$ cat src/rtl/hazard_ctrl_if.sv
// Decode-side bundle between the decode/control logic and hazard_ctrl.
// The decode/control logic drives the instruction fields through the master
// modport. hazard_ctrl drives the forwarding selects, stall/issue and the
// regfile write port through the slave modport.
interface hazard_ctrl_if #(
  parameter int NUM_SRC    = 2,
  parameter int REG_ADDR_W = 5,
  parameter int SEL_W      = 2,
  parameter int CNT_W      = 32
);
  logic                          dec_valid;
  logic [NUM_SRC*REG_ADDR_W-1:0] dec_rs;
  logic [NUM_SRC-1:0]            dec_rs_used;
  logic [REG_ADDR_W-1:0]         dec_rd;
  logic                          dec_we;
  logic [SEL_W-1:0]              dec_rdy;
  logic                          flush;
  logic                          cnt_clr;
  logic [NUM_SRC*SEL_W-1:0]      fwd_sel;
  logic                          stall;
  logic                          issue;
  logic                          wb_we;
  logic [REG_ADDR_W-1:0]         wb_rd;
  logic [CNT_W-1:0]              stall_count;

  modport master (
    output dec_valid, dec_rs, dec_rs_used, dec_rd, dec_we, dec_rdy, flush, cnt_clr,
    input  fwd_sel, stall, issue, wb_we, wb_rd, stall_count
  );

  modport slave (
    input  dec_valid, dec_rs, dec_rs_used, dec_rd, dec_we, dec_rdy, flush, cnt_clr,
    output fwd_sel, stall, issue, wb_we, wb_rd, stall_count
  );
endinterface

$ cat src/rtl/hazard_ctrl.sv
// Hazard and forwarding controller for the in-order Riscv151 pipeline family.
// It tracks each issued instruction through DEPTH post-decode slots. Slot 0
// follows decode and slot DEPTH-1 is writeback. For every source operand it
// picks a forwarding source, and it stalls decode while the youngest producer
// of an operand has not reached the slot where its result becomes available.
module hazard_ctrl #(
  parameter int DEPTH      = 3,
  parameter int NUM_SRC    = 2,
  parameter int REG_ADDR_W = 5,
  parameter int CNT_W      = 32,
  localparam int SEL_W     = $clog2(DEPTH + 1)
) (
  input  logic          clk,
  input  logic          reset_n,
  hazard_ctrl_if.slave  bus
);

  typedef struct packed {
    logic                  valid;
    logic                  we;
    logic [REG_ADDR_W-1:0] rd;
    logic [SEL_W-1:0]      rdy;  // slot index where the result is first on the bypass bus
  } slot_t;

  localparam logic [SEL_W-1:0] LAST_SLOT = SEL_W'(DEPTH - 1);

  slot_t                    slot_q [DEPTH];
  logic [CNT_W-1:0]         stall_cnt_q;

  logic [REG_ADDR_W-1:0]    rs       [NUM_SRC];
  logic [NUM_SRC-1:0]       hit;
  logic [SEL_W-1:0]         hit_slot [NUM_SRC];
  logic [SEL_W-1:0]         hit_rdy  [NUM_SRC];
  logic [NUM_SRC-1:0]       op_wait;
  logic [NUM_SRC*SEL_W-1:0] fwd_sel;
  logic                     stall;
  logic                     issue;
  logic [SEL_W-1:0]         rdy_eff;
  slot_t                    new_slot;

  // Split the packed source-address bus into one address per operand.
  for (genvar g = 0; g < NUM_SRC; g++) begin : g_rs
    assign rs[g] = bus.dec_rs[g*REG_ADDR_W +: REG_ADDR_W];
  end

  // Per operand: find the youngest matching producer and decide forward or wait.
  always_comb begin
    // NOTE: every output of this block gets a default before the loops, so no path leaves one unassigned and no latch is inferred.
    hit     = '0;
    op_wait = '0;
    fwd_sel = '0;
    for (int i = 0; i < NUM_SRC; i++) begin
      hit_slot[i] = '0;
      hit_rdy[i]  = '0;
      // NOTE: blocking assignments let the scan run oldest to youngest, so the youngest match is the last one written and wins.
      for (int k = DEPTH - 1; k >= 0; k--) begin
        if (bus.dec_rs_used[i] && slot_q[k].valid && slot_q[k].we &&
            slot_q[k].rd == rs[i] && rs[i] != '0) begin
          hit[i]      = 1'b1;
          hit_slot[i] = SEL_W'(k);
          hit_rdy[i]  = slot_q[k].rdy;
        end
      end
      if (hit[i]) begin
        if (hit_slot[i] >= hit_rdy[i]) begin
          fwd_sel[i*SEL_W +: SEL_W] = hit_slot[i] + SEL_W'(1);
        end else begin
          op_wait[i] = 1'b1;
        end
      end
    end
  end

  // A flush drops the decode instruction, so it also suppresses the stall.
  assign stall = reset_n & bus.dec_valid & ~bus.flush & (|op_wait);
  assign issue = reset_n & bus.dec_valid & ~bus.flush & ~stall;

  // Readiness beyond the last slot is treated as ready at writeback.
  assign rdy_eff = (bus.dec_rdy > LAST_SLOT) ? LAST_SLOT : bus.dec_rdy;

  // Slot 0 gets the decode instruction when it issues, otherwise a bubble.
  always_comb begin
    new_slot = '0;
    if (issue) begin
      new_slot.valid = 1'b1;
      new_slot.we    = bus.dec_we;
      new_slot.rd    = bus.dec_rd;
      new_slot.rdy   = rdy_eff;
    end
  end

  // The slot pipeline shifts every cycle and never stalls.
  always_ff @(posedge clk) begin
    if (!reset_n) begin
      // NOTE: the slots are cleared in full, not just the valid bits, so wb_rd reads 0 after reset.
      for (int k = 0; k < DEPTH; k++) begin
        slot_q[k] <= '0;
      end
    end else begin
      slot_q[0] <= new_slot;
      for (int k = 1; k < DEPTH; k++) begin
        slot_q[k] <= slot_q[k-1];
      end
    end
  end

  // Count stall cycles, saturating at all-ones. A clear takes priority.
  always_ff @(posedge clk) begin
    if (!reset_n) begin
      stall_cnt_q <= '0;
    end else if (bus.cnt_clr) begin
      stall_cnt_q <= '0;
    end else if (stall && stall_cnt_q != '1) begin
      stall_cnt_q <= stall_cnt_q + CNT_W'(1);
    end
  end

  assign bus.fwd_sel     = fwd_sel;
  assign bus.stall       = stall;
  assign bus.issue       = issue;
  assign bus.wb_we       = reset_n & slot_q[DEPTH-1].valid & slot_q[DEPTH-1].we &
                           (slot_q[DEPTH-1].rd != '0);
  assign bus.wb_rd       = slot_q[DEPTH-1].rd;
  assign bus.stall_count = stall_cnt_q;

endmodule
$ cat src/flat_wrapper.sv
// flat-port wrapper written by rule: the top's interface ports become plain ports
module hazard_ctrl_flat 
#(
  parameter int DEPTH      = 3,
  parameter int NUM_SRC    = 2,
  parameter int REG_ADDR_W = 5,
  parameter int CNT_W      = 32,
  localparam int SEL_W     = $clog2(DEPTH + 1)
)
  (clk, reset_n, bus_dec_valid, bus_dec_rs, bus_dec_rs_used, bus_dec_rd, bus_dec_we, bus_dec_rdy, bus_flush, bus_cnt_clr, bus_fwd_sel, bus_stall, bus_issue, bus_wb_we, bus_wb_rd, bus_stall_count);
  hazard_ctrl_if #(.NUM_SRC(NUM_SRC), .REG_ADDR_W(REG_ADDR_W), .CNT_W(CNT_W)) bus_i ();
  input  logic clk;
  input  logic reset_n;
  input wire logic [$bits(bus_i.dec_valid)-1:0] bus_dec_valid;
  input wire logic [$bits(bus_i.dec_rs)-1:0] bus_dec_rs;
  input wire logic [$bits(bus_i.dec_rs_used)-1:0] bus_dec_rs_used;
  input wire logic [$bits(bus_i.dec_rd)-1:0] bus_dec_rd;
  input wire logic [$bits(bus_i.dec_we)-1:0] bus_dec_we;
  input wire logic [$bits(bus_i.dec_rdy)-1:0] bus_dec_rdy;
  input wire logic [$bits(bus_i.flush)-1:0] bus_flush;
  input wire logic [$bits(bus_i.cnt_clr)-1:0] bus_cnt_clr;
  output wire logic [$bits(bus_i.fwd_sel)-1:0] bus_fwd_sel;
  output wire logic [$bits(bus_i.stall)-1:0] bus_stall;
  output wire logic [$bits(bus_i.issue)-1:0] bus_issue;
  output wire logic [$bits(bus_i.wb_we)-1:0] bus_wb_we;
  output wire logic [$bits(bus_i.wb_rd)-1:0] bus_wb_rd;
  output wire logic [$bits(bus_i.stall_count)-1:0] bus_stall_count;
  assign bus_i.dec_valid = bus_dec_valid;
  assign bus_i.dec_rs = bus_dec_rs;
  assign bus_i.dec_rs_used = bus_dec_rs_used;
  assign bus_i.dec_rd = bus_dec_rd;
  assign bus_i.dec_we = bus_dec_we;
  assign bus_i.dec_rdy = bus_dec_rdy;
  assign bus_i.flush = bus_flush;
  assign bus_i.cnt_clr = bus_cnt_clr;
  assign bus_fwd_sel = bus_i.fwd_sel;
  assign bus_stall = bus_i.stall;
  assign bus_issue = bus_i.issue;
  assign bus_wb_we = bus_i.wb_we;
  assign bus_wb_rd = bus_i.wb_rd;
  assign bus_stall_count = bus_i.stall_count;
  hazard_ctrl #(.DEPTH(DEPTH), .NUM_SRC(NUM_SRC), .REG_ADDR_W(REG_ADDR_W), .CNT_W(CNT_W)) u_core (.clk(clk), .reset_n(reset_n), .bus(bus_i));
endmodule
$ cat config.mk
export PLATFORM = sky130hd
export DESIGN_NAME = hazard_ctrl_flat
export DESIGN_NICKNAME = d
export VERILOG_FILES = /design/src/rtl/hazard_ctrl_if.sv /design/src/rtl/hazard_ctrl.sv /design/src/flat_wrapper.sv
export SDC_FILE = /design/constraint.sdc
export NUM_CORES = 1
export LEC_CHECK = 0
export CAP_MARGIN = 20
export CORE_MARGIN = 2
export CORE_UTILIZATION = 51
export DETAILED_ROUTE_END_ITERATION = 10
export PLACE_DENSITY = 0.8
export SETUP_SLACK_MARGIN = 0.2
export SLEW_MARGIN = 10
export SYNTH_ARGS = -nofsm -noshare
export SYNTH_HDL_FRONTEND = slang
export SYNTH_SLANG_ARGS = --single-unit
$ cat constraint.sdc
create_clock -name clk -period 5.88 [get_ports clk]
set_clock_uncertainty 0.05 [all_clocks]
set_input_delay 1.176 -clock clk [delete_from_list [all_inputs] [get_ports clk]]
set_output_delay 1.176 -clock clk [all_outputs]
set_load 0.01 [all_outputs]
==> flow_summary.json <==
{
  "drt_pass1_iterations": 4,
  "n_fill_cell": 490,
  "die_h_microns": 82.8,
  "crit_arrival_ps": 4260,
  "drtAntennaViolNets": 0,
  "first_iter_violations": 147,
  "grt_setup_unrepaired": "false",
  "synthTopCellsByCount": "dfxtp_1 (59), and2_1 (30), a21oi_1 (29), nand2_1 (29), xnor2_1 (28)",
  "netlist_instances": 367,
  "portBuffers": 68,
  "cts_max_level": 3,
  "antenna_cells": 0,
  "hold_viol": 0,
  "finish.net_count": 465,
  "fin_crit_ps": 5490,
  "routed_wl_mm": 7.99,
  "hold_path_class": "flop to flop",
  "grtUsageTotal": 0.242,
  "finalCritPeriodShare": 0.933,
  "grt_pass1_wl_mm": 12.8,
  "relSlewSlack": 0.340,
  "status": "finished, final reports clean",
  "startpoint_type": "primary input",
  "avgSynthCellArea_sq_um": 8.63,
  "tns_ps": 0,
  "fp.coreArea_sq_um": 5960,
  "worst_pin_slew_ps": 990,
  "synth.distinct_cells": 46,
  "grt_pass1_vias": 2754,
  "timing.fmax_ghz": 0.182,
  "synth_top_area_share": 0.373,
  "netlist_top_cells_area": "dfxtp_1 (37%), xnor2_1 (7.7%), and2_1 (5.9%), a21oi_1 (4.6%), nand4_1 (4.2%)",
  "hold_buffers": 0,
  "cts_buffers": 9,
  "syn2layout_area_growth_pct": 31.0,
  "grt_max_degree": 41,
  "path_cells": "dlygate4sd2_1 -> or4_4 -> o21ai_4 -> nor4_2 -> nor2b_4 -> a22oi_2 -> o21ai_1 -> ha_1 -> nand2b_1 -> a21oi_2 -> and2_4 -> a22oi_4 -> inv_1 -> clkdlybuf4s50_1",
  "clkTransAtPathRegs_ps": 60,
  "worstReg2RegStart": "u_core.slot_q[0][21]",
  "synth_top_cell_by_area": "dfxtp_1",
  "end_kind": "output pin",
  "ys_warn_count": 0,
  "antenna_found_initial": 0,
  "gp_congestion": 0.866,
  "clockBufferDepth": 2,
  "overflow": 0,
  "viasPerCell": 5.81,
  "cp.depth": 14,
  "place_hpwl_mm": 5.47,
  "synthArstFlopShare": 0,
  "finalPower_uw": 776,
  "critical_path.slowest_cell": "or4_4",
  "yosysSeqAreaShare": 0.373,
  "cts_tree": "yes",
  "rr_endpoint": "u_core.bus.stall_count[10]",
  "yosys_most_used_dff": "dfxtp_1",
  "slew_violations": 0,
  "slowest_delay_ps": 580,
  "synth_edf_count": 0,
  "die_w_microns": 82.8,
  "dieArea_sq_um": 6850,
  "synth-seq-cells": 59,
  "vdd_ir_drop_max_mv": 0.148,
  "yosys.cell_count.top_type": "dfxtp_1",
  "io_pins": 69,
  "drive_above_1_share": 0.107,
  "synth.net_count": 397,
  "cp_max_fo": 4,
  "start_util": 0.532,
  "max_cap_viol_count": 0,
  "r2r.worst_path.cells": 14,
  "fin_area_sq_um": 4150,
  "cp_top_family": "simple AND/OR/NAND/NOR gates",
  "cp.buffers_inverters": 3,
  "powerDensity_nw_per_um2": 187,
  "dpl_cell_area_sq_um": 3860,
  "cts_root_buf": "clkbuf_8",
  "clkLatencyLatePin_ps": 330,
  "criticalPathCategory": "primary input to output pin",
  "crit_path_start": "bus_dec_rs[0]",
  "wire_per_inst_microns": 15.5,
  "vias": 2992,
  "post-route-drc-count": 0,
  "worstPathRequired_ps": 4650,
  "ff2ff_setup_slack_ps": 2220,
  "leakagePower_nw": 1.44,
  "endpoint": "bus_stall",
  "clkSinkCount": 59,
  "setup_viol_count_final": 0,
  "rows": 28,
  "syn_area_sq_um": 3170
}
## worst min-delay path by stage
| stage | startpoint | end | slack, ps | depth (start not counted) |
|---|---|---|---|---|
| after global placement | u_core.slot_q[0][16] | u_core.slot_q[0][25] | 430 | 1 |
| after detailed placement | u_core.slot_q[0][16] | u_core.slot_q[0][25] | 440 | 1 |
| after global routing | u_core.slot_q[0][0] | u_core.slot_q[0][9] | 470 | 1 |
| final | u_core.slot_q[0][1] | u_core.slot_q[0][10] | 450 | 1 |
| after CTS | u_core.slot_q[0][16] | u_core.slot_q[0][25] | 450 | 1 |
| after floorplan | u_core.slot_q[0][7] | u_core.slot_q[0][16] | 400 | 1 |
## layout by cell type (no fill, tap or decap), drive strengths merged, types with 2 or more instances in the layout
cell type and n:
dfxtp 59, clkdlybuf4s50 57, and2 30, nand2 29, a21oi 29, xnor2 28
nand4 21, o21ai 18, or3 17, or4 16, nor2 14, nand3 14
nor3 10, clkbuf 9, dlymetal6s2s 9, buf 9, o211ai 8, o31ai 7
inv 6, nand2b 6, ha 5, and3 4, clkinvlp 4, nor2b 4
xor2 3, and4 3, clkinv 3, nor4 3, a22oi 3, dlygate4sd2 2
a221oi 2
## metrics by stage
stage / std cells / worst slack, ps / util / hold WS, ps
2_1_floorplan: 367 / 766 / - / 402
3_3_place_gp: 497 / 167 / 0.649 / 425
3_5_place_dp: 497 / 12.2 / 0.649 / 441
4_1_cts: 514 / 134 / 0.683 / 452
5_1_grt: 515 / 252 / 0.696 / 470
6_report: 515 / 394 / 0.696 / 450
## kinds of logic (layout without fill, tap and decap cells)
group / count (synthesis) / in the layout / share of synthesized area
XOR/XNOR: 31 / 31 / 0.0858
adder cells (fa/ha/maj): 5 / 5 / 0.0198
AO/OA/AOI/OAI: 71 / 71 / 0.151
flip-flops: 59 / 59 / 0.373
buffers and inverters: 26 / 99 / 0.0478
AND/OR/NAND/NOR: 174 / 174 / 0.319
multiplexers: 1 / 1 / 0.00316
## final cells by class
type / count / area [sq um] / share of cell area
Inverter: 6 / 22.5 / 0.00543
Tap cell: 75 / 93.8 / 0.0226
Timing Repair Buffer: 77 / 768 / 0.185
Sequential cell: 59 / 1180 / 0.285
Clock inverter: 7 / 45.0 / 0.0109
Multi-Input combinational cell: 282 / 1910 / 0.461
Clock buffer: 9 / 124 / 0.0299
## where the power goes
| part | internal (mW) | switching [mW] |
|---|---|---|
| clock | 0.150 | 0.167 |
| sequential | 0.403 | 0.00365 |
| combinational | 0.0282 | 0.0241 |
## what timing repair did
action / 4_1_cts / 5_1_grt
setup buffers: 1 / 1
pin swaps: 1 / 4
endpoints found under the setup margin: 4 / 6
resized for setup: 9 / 19
## metal layers
layer / routed length (microns) / vias to the layer above / global-route usage
met3: 270 / 19 / 0.0368
met2: 3940 / 82 / 0.412
met1: 3600 / 1418 / 0.309
met5: 0 / - / 0
li1: - / 1473 / -
met4: 175 / 0 / 0.0918
## flip-flops by register name, indices dropped and copies added (netlist names)
| register | count |
|---|---|
| u_core.bus.stall_count | 32 |
| u_core.slot_q | 27 |
No activity file was read; power rests on OpenSTA's default activity.
